==> src/rtl/sipo_frame_controller.sv <==
// sipo_frame_controller: framed MSB-first serial-to-parallel receiver with valid/ready output and sticky overrun
module sipo_frame_controller #(
    parameter int WIDTH = 4,
    localparam int CW = $clog2(WIDTH + 1)
) (
    input  logic             clk,
    input  logic             rst,
    input  logic             frame_start,
    input  logic             serial_in,
    input  logic             serial_valid,
    input  logic             out_ready,
    input  logic             clr_overrun,
    output logic [WIDTH-1:0] out_data,
    output logic             out_valid,
    output logic             busy,
    output logic [CW-1:0]    bit_count,
    output logic             overrun
);
    typedef enum logic {IDLE, SHIFT} state_t;
    state_t state, state_d;
    logic [WIDTH-1:0] shreg, shreg_d, out_data_d, word;
    logic [CW-1:0] bit_count_d;
    logic out_valid_d, overrun_d;
    assign word = {shreg[WIDTH-2:0], serial_in};
    assign busy = state == SHIFT;
    always_comb begin
        state_d = state;
        shreg_d = shreg;
        bit_count_d = bit_count;
        out_data_d = out_data;
        out_valid_d = out_valid && !out_ready;
        overrun_d = overrun && !clr_overrun;
        if (frame_start) begin
            state_d = SHIFT;
            shreg_d = serial_valid ? WIDTH'(serial_in) : '0;
            bit_count_d = serial_valid ? CW'(1) : '0;
        end else if (state == SHIFT && serial_valid) begin
            shreg_d = word;
            bit_count_d = bit_count + CW'(1);
            if (bit_count == CW'(WIDTH - 1)) begin
                state_d = IDLE;
                bit_count_d = '0;
                // a full holding register drops the new word rather than the held one
                if (!out_valid || out_ready) begin
                    out_data_d = word;
                    out_valid_d = 1'b1;
                end else begin
                    overrun_d = 1'b1;
                end
            end
        end
    end
    always_ff @(posedge clk) begin
        if (!rst) begin
            state <= IDLE;
            shreg <= '0;
            bit_count <= '0;
            out_data <= '0;
            out_valid <= 1'b0;
            overrun <= 1'b0;
        end else begin
            state <= state_d;
            shreg <= shreg_d;
            bit_count <= bit_count_d;
            out_data <= out_data_d;
            out_valid <= out_valid_d;
            overrun <= overrun_d;
        end
    end
endmodule

==> config.mk <==
export PLATFORM = sky130hd
export DESIGN_NAME = sipo_frame_controller
export DESIGN_NICKNAME = d
export VERILOG_FILES = /design/src/rtl/sipo_frame_controller.sv
export SDC_FILE = /design/constraint.sdc
export NUM_CORES = 1
export LEC_CHECK = 0
export CAP_MARGIN = 20
export CORE_AREA = 2 2 39 41
export DETAILED_ROUTE_END_ITERATION = 16
export DIE_AREA = 0 0 41 43
export PLACE_DENSITY = 0.76
export SLEW_MARGIN = 30
export SYNTH_ARGS = -nofsm -noshare
export SYNTH_HDL_FRONTEND = slang
export SYNTH_SLANG_ARGS = --single-unit
==> constraint.sdc <==
create_clock -name clk -period 1.8 [get_ports clk]
set_input_delay 0.27 -clock clk [delete_from_list [all_inputs] [get_ports clk]]
set_output_delay 0.27 -clock clk [all_outputs]
set_load 0.01 [all_outputs]
# After elaboration in Yosys (flattened, before gate mapping)
# Index checks and enable logic that the tools add are counted.
# Widths: inputs -> output; s select.
# word_totals
regBits	13
out_inout_bits	10
in_bits	7
elab_cells	38
# classes
n_mux	18
reduce_logical	11
n_eq_ne	1
n_bitwise	1
add_sub_neg	1
# ops
cell	count
$mux 3	5
$mux 1	13
$reduce_and 4->1	1
$reduce_bool 2->1	2
$add 3x1->3 const B	1
$eq 3x2->1 const B	1
$logic_and 1x1->1	3
$logic_not 1->1	3
$reduce_and 2->1	1
$logic_or 1x1->1	1
$not 1->1	1

# Longest topological paths before layout
# logic_depth
word_depth	6
mapped_depth	4
mapped_depth_nobuf	4

# Least setup slack after synthesis
# No wires, ideal clock.
# synth_path
path_kind	register to register
startpoint	register bit_count[0]
endpoint	register out_data[0]
stages_incl_launch_ff	5
path_buffers	0
synth_period_minus_slack_ps	1327
arrival_ps	1256
setup_slack_ps	473
path_cell_list	dfxtp_1 > ha_1 > nand2b_1 > nor4_4 > mux2i_1
# synth_between
elab_chain_cells	2
# synth_rtl
element	line_no	source
start: declaration	16	output logic [CW-1:0] bit_count,
start signal: assignment	64	bit_count <= bit_count_d;
$eq 3x2->1	40	if (bit_count == CW'(WIDTH - 1)) begin
$reduce_and 4->1 (no source line)	-	
end signal: assignment	65	out_data <= out_data_d;
end: declaration	13	output logic [WIDTH-1:0] out_data,
# Every way passes these cells.
# A chain may end at the register's enable or synchronous reset.

# Worst setup path in the final report
# layout_path
startpoint	register state, in the netlist busy
endpoint	output busy
# layout_rtl
element	line_no	source
start: declaration	20	state_t state, state_d;
start signal: assignment	62	state <= state_d;
end: declaration	15	output logic busy,
# No word-level cell between the ends.

==> results.txt <==
Status - complete, no violations
Crit path buffers/inverters - 1
Fin nets - 88
N_diodes - 0
Simple-gate area share of the yosys netlist - 26.8%
Slew @ Worst Pin - 0.395 ns
Clock transition at path regs - 0.07 ns
Hold Vio Cnt, Final - 0
Area of the core - 0.00138 mm2
Vias per cell - 5.08
Die Span X - 41 um
1st-iter DRT viols - 8
Largest cells by area after synthesis - dfxtp_1, nand2_1, mux2i_1
Register bit total from synthesis - 13
Share of post-route cells with drive strength above 1 - 10.1%
Static Leak - 0.266 nW
Maximum number of pins on one net before global-route repair - 15
Initial Util - 39.5%
Critical path class - reg2out
Port bufs - 16
Initial antenna violation count - 0
Hold/Removal Path Class - reg2reg
Design area - 767 um2
DP HPWL - 836 um
Reg area - 260 um2
Total wire length - 1.13 mm
Area delta synth->final - 40.3%
Min-delay src - bit_count[2]$_SDFFE_PN0P_
Clk_lat worst skew - 0.27 ns
Post-Syn Area - 547 um2
Clk sink count - 13
CP top delay family - buffers and inverters
First-pass GRT wire length - 1.81 mm
Mux cell area share after synthesis - 7.32%
Die H - 43 um
PostCTS Resize Cnt - 0
Area share of the largest cell type after synthesis - 47.6%
Htree depth - 1
Worst path slowest cell - clkdlybuf4s50_1
Vias in the first global route - 437
Avg Cell Area, Syn - 9.43 um2
CP Cell Sequence - clkdlybuf4s50_1
Hold depth - 2
Reg2Reg Setup Slack - 0.36 ns
Crit start category - register
GPL Wtd Cong - 0.749
Fmax - 661 MHz
Fin crit share - 84.0%
Worst r2r src - bit_count[0]$_SDFFE_PN0P_
Setup total negative slack - 0 ns
Setup violators final - 0
Post-CTS setup buffer count - 0
Seq/Total Area, Yosys - 47.6%
Crit path arrival time - 1.24 ns
CP max stage delay - 0.57 ns
CTS buffer count - 3
Via count - 483
Bufs on Longest Clock Path - 2
Row cnt - 14
Fillcell total - 139
Number of placed I/O pins - 17
Max VDD drop - 0.284 mV
Synth Area in Compound Gates - 13.0%
Reg2reg path depth - 4
Remaining DRCs - 0
Total Die Area - 0.00176 mm2
Post-Syn Nets - 66
Worst Path Required - 1.53 ns
Yosys warning count - 0
FF-to-FF End - out_data[2]$_SDFFE_PN0P_
Post-DRT Antenna Nets - 0
MaxCap Viol Count - 0
Root cell of the clock tree - clkbuf_4
DR pass1 iterations - 4
GRT Util Overall - 15.5%
CTS tree - yes
Hold buffers post-CTS - 0
Slew Limit Fails - 0
Hold path endpoint - bit_count[2]$_SDFFE_PN0P_
Mapped Cells - 58
Pwr/cell area - 687 mW/mm2
Slew headroom - 73.5%
Layout Skew - 0.000806 ns
Post-synth cell types - 26
WL/cell - 11.9 um
Critical path depth - 1
Multi-input gate area - 270 um2
Post-Synth XOR/XNOR Area - 0%
GRT Residual Overflow - 0
Yosys top cell by area - dfxtp_1
Dpl cell area - 741 um2
Adder-cell share of the synthesized area - 2.29%
Final min period - 1.51 ns
CP max FO - 3
Power, Total - 0.527 mW
Crit end category - output port
RSZ-0062 raised after global routing - false
Main combinational cell family by area after synthesis - simple AND/OR/NAND/NOR gates
-- sequential cells by signal, indices dropped and copies added, names as in the netlist --
register and count:
bit_count 3, shreg 3, out_data 4, busy 1, overrun 1, out_valid 1
-- layout by cell type, fill, tap and decap left out, types with 2 or more instances in the layout --
master,instances
a21oi_1,3
nand3_1,2
dfxtp_1,13
buf_4,3
mux2i_1,4
inv_1,2
nand2b_1,2
clkdlybuf4s50_1,16
o21ai_1,2
nand2_1,12
clkbuf_4,3
-- per-layer routing --
metal	vias up	track usage, %	share of wire [%]
met5	-	0	0
met4	0	16.0	1.7
met3	2	2.09	5.5
met2	13	20.3	46
met1	221	19.7	47
li1	247	-	-
-- where the power goes --
part           switching (mW)  internal [mW]
sequential            0.00516          0.292
clock                  0.0880         0.0857
combinational          0.0263         0.0294
total                   0.120          0.407
-- Yosys cell counts --
library cell	count
nand4_1	1
o21a_1	1
a21oi_1	3
and3b_1	1
nor4_4	1
a21boi_1	1
mux2i_1	4
nor2_1	1
dfxtp_1	13
o211ai_1	1
nand3_1	2
nand2_4	1
nor2b_1	1
o21ai_1	2
nand3b_1	1
a31oi_1	1
nand4b_1	1
a311oi_1	1
clkbuf_1	1
buf_2	1
ha_1	1
nor3_1	1
inv_1	2
nand2b_1	2
nand2_1	12
a31o_1	1
-- metrics by stage --
stage	hold slack, ns	setup slack [ns]	utilization, %	std cells
finish	0.443	0.287	55.4	95
CTS	0.446	0.257	55.4	95
global route	0.475	0.221	55.4	95
floorplan	0.381	0.473	-	58
global placement	0.435	0.188	53.5	91
detailed placement	0.433	0.165	53.5	91
-- worst max path at each step --
| stage | to | slack [ns] | start |
|---|---|---|---|
| floorplan | out_data[0]$_SDFFE_PN0P_ | 0.47 | bit_count[0]$_SDFFE_PN0P_ |
| global placement | out_data[3]$_SDFFE_PN0P_ | 0.19 | serial_valid |
| detailed placement | out_data[2]$_SDFFE_PN0P_ | 0.17 | serial_valid |
| CTS | busy | 0.26 | busy$_SDFFE_PN0P_ |
| global route | busy | 0.22 | busy$_SDFFE_PN0P_ |
| finish | busy | 0.29 | busy$_SDFFE_PN0P_ |
-- cells by family (layout without fill, tap and decap cells) --
logic type	Yosys count	after routing
multiplexers	4	4
flip-flops	13	13
AO/OA/AOI/OAI	11	11
AND/OR/NAND/NOR	25	25
adder cells (fa/ha/maj)	1	1
buffers and inverters	4	25
-- cell type report --
type	count	share of cell area, %
Sequential cell	13	33.9
Tap cell	16	2.61
Timing Repair Buffer	19	23.8
Clock buffer	4	3.43
Inverter	2	0.979
Multi-Input combinational cell	41	35.2
-- worst register-to-register path, stage by stage, from the launching register on --
cell	delay (ns)
dfxtp_1	0.39
ha_1	0.19
nand2b_1	0.15
nor4_4	0.41
mux2i_1	0.23
Power figures use the tool's default switching activity.
